[config.mk]
export PLATFORM = sky130hd
export DESIGN_NAME = alu_arbiter
export DESIGN_NICKNAME = d
export VERILOG_FILES = /design/src/rtl/alu_arbiter.sv
export SDC_FILE = /design/constraint.sdc
export NUM_CORES = 1
export LEC_CHECK = 0
export ABC_AREA = 1
export BUFFER_PORTS_ARGS = -buffer_cell sky130_fd_sc_hd__buf_2
export CAP_MARGIN = 10
export CELL_PAD_IN_SITES_DETAIL_PLACEMENT = 0
export CELL_PAD_IN_SITES_GLOBAL_PLACEMENT = 1
export CORE_ASPECT_RATIO = 1.5
export CORE_MARGIN = 4
export CORE_UTILIZATION = 40
export DETAILED_ROUTE_END_ITERATION = 16
export PLACE_DENSITY = 0.92
export SETUP_SLACK_MARGIN = 0.5
export SYNTH_ARGS = -nofsm -noshare
export SYNTH_HDL_FRONTEND = slang
export SYNTH_SLANG_ARGS = --single-unit
[constraint.sdc]
create_clock -name clk -period 7.29 [get_ports clk]
set_input_delay 2.187 -clock clk [delete_from_list [all_inputs] [get_ports clk]]
set_output_delay 2.187 -clock clk [all_outputs]
set_load 0.005 [all_outputs]
[src/rtl/alu_arbiter.sv]
// Two-requester arbiter sharing one 8-bit ALU; round-robin priority with per-op
// ownership lock and a single registered result slot with valid/ready drain.

module alu (
   input  logic [2:0] op,
   input  logic [7:0] reg_val,
   input  logic [7:0] acc_val,
   output logic [7:0] result
);
   always_comb begin
      result = '0;
      unique case (op)
         3'd0: result = reg_val + acc_val;
         3'd1: result = reg_val - acc_val;
         3'd2: result = (reg_val >= 8'd8) ? '0 : acc_val << reg_val[2:0];
         3'd3: result = (reg_val >= 8'd8) ? '0 : acc_val >> reg_val[2:0];
         3'd4: result = {7'd0, acc_val == reg_val};
         3'd5: result = {7'd0, reg_val > acc_val};
         3'd6: result = reg_val & acc_val;
         3'd7: result = reg_val ^ acc_val;
         default: result = '0;
      endcase
   end
endmodule

module alu_arbiter #(
   parameter int unsigned FIRST_PRI = 0
) (
   input  logic       clk,
   input  logic       reset,
   input  logic       req0_valid,
   input  logic [2:0] req0_op,
   input  logic [7:0] req0_reg,
   input  logic [7:0] req0_acc,
   input  logic       req0_lock,
   output logic       req0_ready,
   input  logic       req1_valid,
   input  logic [2:0] req1_op,
   input  logic [7:0] req1_reg,
   input  logic [7:0] req1_acc,
   input  logic       req1_lock,
   output logic       req1_ready,
   output logic       rsp_valid,
   output logic       rsp_id,
   output logic [7:0] rsp_data,
   input  logic       rsp_ready
);
   typedef enum logic [1:0] {FREE, OWN0, OWN1} state_t;

   localparam logic PRI_RST = (FIRST_PRI != 0);

   state_t     state, state_nxt;
   logic       pri;
   logic       can_accept;
   logic       sel;
   logic       elig;
   logic       accept;
   logic       sel_lock;
   logic [2:0] alu_op;
   logic [7:0] alu_reg;
   logic [7:0] alu_acc;
   logic [7:0] alu_res;

   assign can_accept = !rsp_valid || rsp_ready;

   // sel names the candidate requester; elig says whether it may be granted
   always_comb begin
      sel  = pri;
      elig = 1'b0;
      unique case (state)
         FREE: begin
            if (req0_valid && req1_valid) begin
               sel  = pri;
               elig = 1'b1;
            end else if (req0_valid) begin
               sel  = 1'b0;
               elig = 1'b1;
            end else if (req1_valid) begin
               sel  = 1'b1;
               elig = 1'b1;
            end
         end
         OWN0: begin
            sel  = 1'b0;
            elig = req0_valid;
         end
         OWN1: begin
            sel  = 1'b1;
            elig = req1_valid;
         end
         default: begin
            sel  = pri;
            elig = 1'b0;
         end
      endcase

      accept     = !reset && can_accept && elig;
      req0_ready = accept && !sel;
      req1_ready = accept && sel;

      sel_lock = sel ? req1_lock : req0_lock;
      alu_op   = sel ? req1_op  : req0_op;
      alu_reg  = sel ? req1_reg : req0_reg;
      alu_acc  = sel ? req1_acc : req0_acc;

      state_nxt = state;
      if (accept)
         state_nxt = sel_lock ? (sel ? OWN1 : OWN0) : FREE;
   end

   alu u_alu (
      .op      (alu_op),
      .reg_val (alu_reg),
      .acc_val (alu_acc),
      .result  (alu_res)
   );

   always_ff @(posedge clk) begin
      if (reset) begin
         state     <= FREE;
         pri       <= PRI_RST;
         rsp_valid <= 1'b0;
         rsp_id    <= 1'b0;
         rsp_data  <= '0;
      end else begin
         state <= state_nxt;
         if (accept) begin
            rsp_valid <= 1'b1;
            rsp_id    <= sel;
            rsp_data  <= alu_res;
            pri       <= ~sel;
         end else if (rsp_ready) begin
            rsp_valid <= 1'b0;
         end
      end
   end
endmodule
==> impl_summary.md, run 1 <==
Timing
Setup repair after global routing left no endpoint under its margin. Between clock sinks in the finished design, the worst skew comes to 0.003252 ns. The final hold violation count is 0. The max-slew headroom at the worst pin is 60.92%. In the final timing run, aggregate negative setup slack is 0 ns. The achievable frequency is 0.1771 GHz. The clock period minus final worst setup slack is 5.646 ns. The final max-slew violation count came to 0. Setup violations remaining at the end of the flow were counted as 0. The pin slew with the least headroom to its limit is 0.5855 ns. Dividing the final minimum period by the clock period gives 77.45%.

Clock network
TritonCTS created 3 clock buffers. The CTS sink count is 13. The master cell of the clock root buffer is sky130_fd_sc_hd__clkbuf_8.

The deepest level of the CTS H-tree is 1. In this run the deepest clock path goes through 2 buffers. TritonCTS built the clock tree. The number of gates resized after CTS was 0. The clock insertion delay at the later pin of the skew report is 0.24 ns.

The number of hold buffers added after CTS is 0. After clock tree synthesis, the setup repair step added 0 buffers. The clock transition at the register clock pins on the worst setup and hold paths after CTS is 0.05 ns.

Place
The placement-stage cell area is 2708 um2. Routability-driven placement finished with a final weighted congestion of 0.9539. Detailed placement ended at an HPWL of 6.024 mm.

Buffers placed on the I/O ports in this run total 56.

Final layout
The top cell types in the final layout, fill and taps aside, are 156 x sky130_fd_sc_hd__nand2_1, 56 x sky130_fd_sc_hd__buf_2, 47 x sky130_fd_sc_hd__inv_1, 39 x sky130_fd_sc_hd__nand3_1, 30 x sky130_fd_sc_hd__a21oi_1. The final net count is 540. Relative to the synthesized area, the layout overhead comes to 14.76%. The total inserted antenna cells is 0. The post-route netlist has 19.79% of its cells at a drive strength greater than 1. Once layout is done, the placed cells without fillers occupy 2753 um2. The most frequent standard cell in the layout excluding fill and tap cells is sky130_fd_sc_hd__nand2_1.

Global route
The first global-routing pass estimated 11.74 mm of wire. For this run the aggregate overflow at the end of global routing stands at 0. The via count of the first global-routing pass came to 2607. For this run, the total global-route usage over all layers was measured as 19.70%. The initial antenna violation count is 0. The largest net degree at the start of global routing is 35.

Power
The power share of the combinational group is 67.6%. For this design the ratio of total power to cell area is 163.0 nW/um2. The peak supply drop is 0.05919 mV.

The clock share of power is 14.2%. The static leakage is 1.499 nW. The portion of total power attributed to sequential cells is 18.2%. The switching part of the total is 50.81%. The internal portion of the total power is 0.2207 mW. The switching power is 0.2280 mW.

Status
The run finished with clean final reports.

Setup path
The required time at the worst-slack endpoint is 5.10 ns. Traced cell by cell, the critical path runs through buf_2 > inv_1 > nand2_1 > nor2_1 > inv_1 > nor2_1 > buf_2. For the worst flop-to-flop path, the logic depth is 17.

The type of the setup path with the least slack is input pin to output port. For flop-to-flop paths, the worst setup slack is 3.87 ns. The peak fanout along the critical path is 20.

The family with the most delay on the worst path is buffers and inverters. The data arrival at the endpoint of the critical path is 3.46 ns. The endpoint of the lowest-slack register-to-register path is rsp_data[5]$_SDFFE_PP0P_. For this run, the slowest stage of the critical path takes 0.30 ns. The cell at the slowest stage of the critical path is sky130_fd_sc_hd__inv_1. The nature of the critical path endpoint is an output port. The type of element launching the critical path is an input pin. The reg-to-reg critical path startpoint is pri$_SDFFE_PP0P_. Together, buffers and inverters on the worst path number 4.

Synth
Of the synthesized area, sequential elements account for 10.85%. The largest area contributor in the netlist is sky130_fd_sc_hd__nand2_1. After synthesis the netlist holds a flip-flop and latch count of 13. In this run, distinct cell masters in the synthesized netlist total 38. After technology mapping, the gate count stands at 423. During synthesis, Yosys emitted a total of 0 warnings. Sorting the synthesized cells by area gives the leading types as sky130_fd_sc_hd__nand2_1 24%, sky130_fd_sc_hd__dfxtp_1 11%, sky130_fd_sc_hd__ha_1 8.9%. Of the post-synthesis cell area, the dominant cell type holds 24.41%. The mean area per synthesized cell is 5.670 um2. Among all flip-flop cells after synthesis, the most frequent one is sky130_fd_sc_hd__dfxtp_1. Counting flops with a built-in enable in the synthesized netlist gives 0. In this run the cell area of the synthesized design comes to 2399 um2. Synthesis produced a netlist with a net count of 487.

The share of flip-flops with an asynchronous set or reset is 0%.

Route
The first routing iteration left 192 violations. In the routed design, unresolved DRC markers number 0. In this run the remaining antenna-violating nets after routing total 0.

Dividing the detail-routed via count by the number of cells gives 5.139. The total length of routed wires is 7.139 mm. The number of iterations in the first detailed-routing pass is 4. The average wire per standard cell is 13.05 um. The total via count in the routed design is 2811.

Hold path
The worst hold-check path type is flip-flop to flip-flop. The worst min-delay path startpoint is rsp_data[5]$_SDFFE_PP0P_. The cell depth of the worst hold path is 2.

For hold timing, the worst endpoint is rsp_data[5]$_SDFFE_PP0P_.

Floorplanning
The region available for standard cell placement spans 5828 um2. The initial cell density of the core is 41.15%. The number of primary I/O pins is 57. The height of the die is 102.8 um. The floorplan row count is 34. The die covers 7325 um2. The horizontal die dimension is 71.23 um.

Flow run
The number of maximum-capacitance violations is 0.
==> cell families (layout without fill, tap and decap cells) <==
kind of cell / after synthesis / in the layout / synth area share, %
adders and majority gates: 19 / 19 / 10.54
DFF: 13 / 13 / 10.85
AOI/OAI and AO/OA: 65 / 65 / 16.48
buffers and inverters: 61 / 113 / 10.85
and+or+nand+nor: 258 / 258 / 48.72
xor gates and xnor gates: 7 / 7 / 2.556
==> layer usage <==
layer	routed length [um]	global-route usage, %	vias to the layer above
li1	-	-	1463
met1	2707	21.55	1247
met2	3821	38.17	84
met3	393	1.463	17
met4	216	8.538	0
met5	0	0	-
==> worst reg2reg max path: stages (launching register included) <==
cell	delay, ns
sky130_fd_sc_hd__dfxtp_1	0.37
sky130_fd_sc_hd__nor2_2	0.06
sky130_fd_sc_hd__nor2_2	0.12
sky130_fd_sc_hd__nand2_4	0.13
sky130_fd_sc_hd__nand2_8	0.23
sky130_fd_sc_hd__inv_2	0.14
sky130_fd_sc_hd__or2_1	0.27
sky130_fd_sc_hd__o21ai_4	0.14
sky130_fd_sc_hd__inv_2	0.15
sky130_fd_sc_hd__ha_1	0.44
sky130_fd_sc_hd__inv_1	0.12
sky130_fd_sc_hd__o21ai_0	0.43
sky130_fd_sc_hd__a21oi_1	0.12
sky130_fd_sc_hd__o21ai_0	0.20
sky130_fd_sc_hd__xor2_1	0.16
sky130_fd_sc_hd__a21oi_1	0.08
sky130_fd_sc_hd__nand2_1	0.09
sky130_fd_sc_hd__a21oi_1	0.05
==> synthesized netlist by cell type, types with 4 or more instances <==
cell and number:
sky130_fd_sc_hd__o21ai_1 7, sky130_fd_sc_hd__buf_6 4, sky130_fd_sc_hd__nand2_1 156, sky130_fd_sc_hd__inv_2 6, sky130_fd_sc_hd__a21oi_1 30, sky130_fd_sc_hd__dfxtp_1 13, sky130_fd_sc_hd__nand4_1 6, sky130_fd_sc_hd__nand3_1 39
sky130_fd_sc_hd__o21ai_0 11, sky130_fd_sc_hd__a21oi_2 4, sky130_fd_sc_hd__nand2_2 10, sky130_fd_sc_hd__ha_1 17, sky130_fd_sc_hd__inv_1 47, sky130_fd_sc_hd__nand3b_1 6, sky130_fd_sc_hd__nor2_1 25, sky130_fd_sc_hd__xor2_1 6
==> metrics by stage <==
step / power [mW] / hold WS, ns / worst slack, ns / util [%] / instances
final: 0.4487 / 0.4613 / 1.644 / 47.23 / 547
after floorplan: 0.3141 / 0.4618 / 1.889 / - / 423
after global routing: 0.4946 / 0.4748 / 1.512 / 47.23 / 547
after detailed placement: 0.3836 / 0.4559 / 1.635 / 46.46 / 543
after CTS: 0.4497 / 0.4644 / 1.627 / 47.23 / 547
after global placement: 0.3805 / 0.4523 / 1.671 / 46.46 / 543
==> worst max path at each step <==
stage,depth (start not counted),slack (ns),to,startpoint
4_1_cts,7,1.63,req0_ready,reset
6_report,7,1.64,req0_ready,reset
5_1_grt,8,1.51,req0_ready,req0_valid
3_5_place_dp,7,1.63,req0_ready,reset
2_1_floorplan,7,1.89,req0_ready,reset
3_3_place_gp,7,1.67,req1_ready,reset
==> power groups by stage <==
stage | registers (mW) | clock network, mW | logic, mW
2_1_floorplan | 0.0836 | 0 | 0.231
3_3_place_gp | 0.0831 | 0 | 0.297
3_5_place_dp | 0.0831 | 0 | 0.300
4_1_cts | 0.0817 | 0.0662 | 0.302
5_1_grt | 0.0824 | 0.0692 | 0.343
6_report | 0.0817 | 0.0637 | 0.303
==> state kept, by name, summed over array words and instances (netlist names) <==
register / flops
rsp_data: 8
state: 2
pri: 1
rsp_id: 1
rsp_valid: 1
==> cell type report <==
type	count	area, um2
Multi-Input combinational cell	349	1878
Timing Repair Buffer	56	280.3
Tap cell	72	90.09
Sequential cell	13	260.3
Fill cell	652	3075
Inverter	53	198.9
Clock buffer	4	45.04
(Power assumes the default switching activity.)
==> inputs of run 2 (changes only) <==
CORE_UTILIZATION = 37   (was 40)
PLACE_DENSITY = 0.86   (was 0.92)
clock period = 5.85 ns   (was 7.29 ns; I/O delays follow)
==> impl_summary.md, run 2 (same netlist as run 1, synthesis figures left out) <==
Global route
The remaining global-route overflow is 0 (unchanged). The first-pass GRT wire length is 12.42 mm (was 11.74 mm). The aggregate global-route resource usage is 19.59% (was 19.70%). The via count of the first global-routing pass is 2775 (was 2607). The initial antenna violation count is 0 (unchanged).

The largest net degree at the start of global routing came to 35 (unchanged).

Place
The number of port buffers is 56 (unchanged). The half-perimeter wire length after placement came to 6.345 mm (was 6.024 mm). The final RePlAce weighted congestion was 0.9581 (was 0.9539).

Status
Run status: finished clean (unchanged).

Power
The peak supply drop is 0.06973 mV (was 0.05919 mV). The power per unit of standard cell area is 203.5 nW/um2 (was 163.0 nW/um2). The static leakage is 1.499 nW (unchanged).

Timing
The pin slew with the least headroom to its limit is 0.6057 ns (was 0.5855 ns). The final count of negative-setup-slack endpoints is 0 (unchanged). The final setup TNS is 0 ns (unchanged).

Unrepaired setup endpoints after global routing: false (unchanged). The achievable frequency is 0.2072 GHz. The final max-slew violation count is 0 (unchanged). The largest clock skew in the final design is 0.003044 ns (was 0.003252 ns). The final hold violation count is 0 (unchanged). The smallest clock period supported by the final layout is computed as 4.826 ns.

The worst hold slack after final layout came to 0.4582 ns (was 0.4613 ns). The max-slew headroom at the worst pin is 59.58% (was 60.92%). The ratio of final minimum period to clock period is 82.50%.

Setup path
The nature of the critical path endpoint is an output port (unchanged). The type of the setup path with the least slack is input pin to output port (unchanged). The type of element launching the critical path is an input pin (unchanged).

The peak fanout along the critical path is 20 (unchanged). The data arrival at the endpoint of the critical path is 3.07 ns (was 3.46 ns). The required time at the worst-slack endpoint is 4.09 ns (was 5.10 ns).

Route
The average wire per standard cell was 13.47 um (was 13.05 um). The total via count in the routed design is 2808 (was 2811). The number of routed nets with antenna violations is 0 (unchanged).

The initial DRC count came to 165 (was 192). The total length of routed wires is 7.395 mm (was 7.139 mm). The via density per instance is 5.115 (was 5.139). The detailed-route DRC error count is 0 (unchanged). The number of iterations in the first detailed-routing pass is 6 (was 4).

Clock network
The number of hold buffers added after CTS was 0 (unchanged). The deepest level of the CTS H-tree is 1 (unchanged). The clock transition at the register clock pins on the worst setup and hold paths after CTS is 0.05 ns (about the same). The post-CTS setup repair buffer count is 0 (unchanged). The master cell of the clock root buffer is sky130_fd_sc_hd__clkbuf_8 (unchanged).

The post-cts repair resize count is 0 (unchanged). The CTS sink count was 13 (unchanged). The clock insertion delay at the later pin of the skew report was 0.24 ns (about the same). The number of buffers on the longest clock path is 2 (unchanged). The total CTS buffers is 3 (unchanged). The CTS tree is yes (unchanged).

Floorplanning
The placeable core region came to 6218 um2 (was 5828 um2). The floorplan row count is 35 (was 34). The number of primary I/O pins came to 57 (unchanged). The floorplan die area is 7861 um2 (was 7325 um2).

The height of the die was 106.6 um (was 102.8 um). The initial cell density of the core is 38.57% (was 41.15%). The horizontal die dimension is 73.74 um (was 71.23 um).

Final layout
The fraction of final layout cells with drive strength greater than 1 is 19.79% (unchanged). The layout filler cell count is 703 (was 652). The most flop-heavy register is rsp_data (unchanged). The total inserted antenna cells is 0 (unchanged). The area overhead of the layout relative to synthesis is 14.87% (was 14.76%). The most frequent standard cell in the layout excluding fill and tap cells is sky130_fd_sc_hd__nand2_1 (unchanged). The final net count is 540 (unchanged). The flip-flop count of the largest register after layout was 8 (unchanged).

Leading cell types in the layout, fill and taps excluded: 156 x sky130_fd_sc_hd__nand2_1, 56 x sky130_fd_sc_hd__buf_2, 47 x sky130_fd_sc_hd__inv_1, 39 x sky130_fd_sc_hd__nand3_1, 30 x sky130_fd_sc_hd__a21oi_1 (unchanged). Largest registers: rsp_data x8, state x2 (unchanged).

Hold path
The worst hold-check path type is flip-flop to flip-flop (unchanged).

Flow run
The number of maximum-capacitance violations is 0 (unchanged).
run 2: cell counts in the layout (fill, tap and decap cells not counted):
No cell type changed its count.
run 2: through the flow:
step | setup WS (ns) | instance area [um2] | power, mW | std cells | util, %
final | 1.024 | 2755 | 0.5607 | 549 | 44.31
after global routing | 0.8691 | 2755 | 0.6217 | 549 | 44.31
after CTS | 0.9911 | 2755 | 0.5628 | 549 | 44.31
after detailed placement | 0.9668 | 2710 | 0.4797 | 545 | 43.58
after global placement | 0.9945 | 2710 | 0.4800 | 545 | 43.58
after floorplan | 1.313 | 2399 | 0.3914 | 423 | -
run 2: routing by layer:
layer	up-vias	routed length (um)	global-route usage [%]	share of wire, %
met2	67	3923	36.29	53
met3	22	241	1.501	3.3
met5	-	0	0	0
met1	1253	2976	21.82	40
li1	1466	-	-	-
met4	0	253	8.808	3.4
run 2: worst paths after layout:
check	slack, ns	cells after the start	end	startpoint
setup reg to reg	2.48	17	rsp_data[5]$_SDFFE_PP0P_	pri$_SDFFE_PP0P_
setup / recovery	1.02	7	req0_ready	reset
hold / removal	0.46	2	rsp_data[5]$_SDFFE_PP0P_	rsp_data[5]$_SDFFE_PP0P_
hold reg to reg	0.46	2	rsp_data[5]$_SDFFE_PP0P_	rsp_data[5]$_SDFFE_PP0P_
run 2: report_power, final:
part           switching (mW)  internal (mW)
clock                  0.0319         0.0481
combinational           0.249          0.130
sequential            0.00441         0.0971
run 2: area by class of cell:
cell class,count,area [um2],share of cell area [%]
multi-input combinational,349,1878,68.17
clock buffer,4,45.04,1.635
sequential,13,260.3,9.446
timing repair buffer,56,280.3,10.17
inverter,53,198.9,7.221
tap,74,92.59,3.361
run 2: worst max-delay path, stage by stage:
cell	delay, ns
sky130_fd_sc_hd__buf_2	0.18
sky130_fd_sc_hd__inv_1	0.13
sky130_fd_sc_hd__nand2_1	0.07
sky130_fd_sc_hd__nor2_1	0.17
sky130_fd_sc_hd__inv_1	0.31
sky130_fd_sc_hd__nor2_1	0.29
sky130_fd_sc_hd__buf_2	0.16
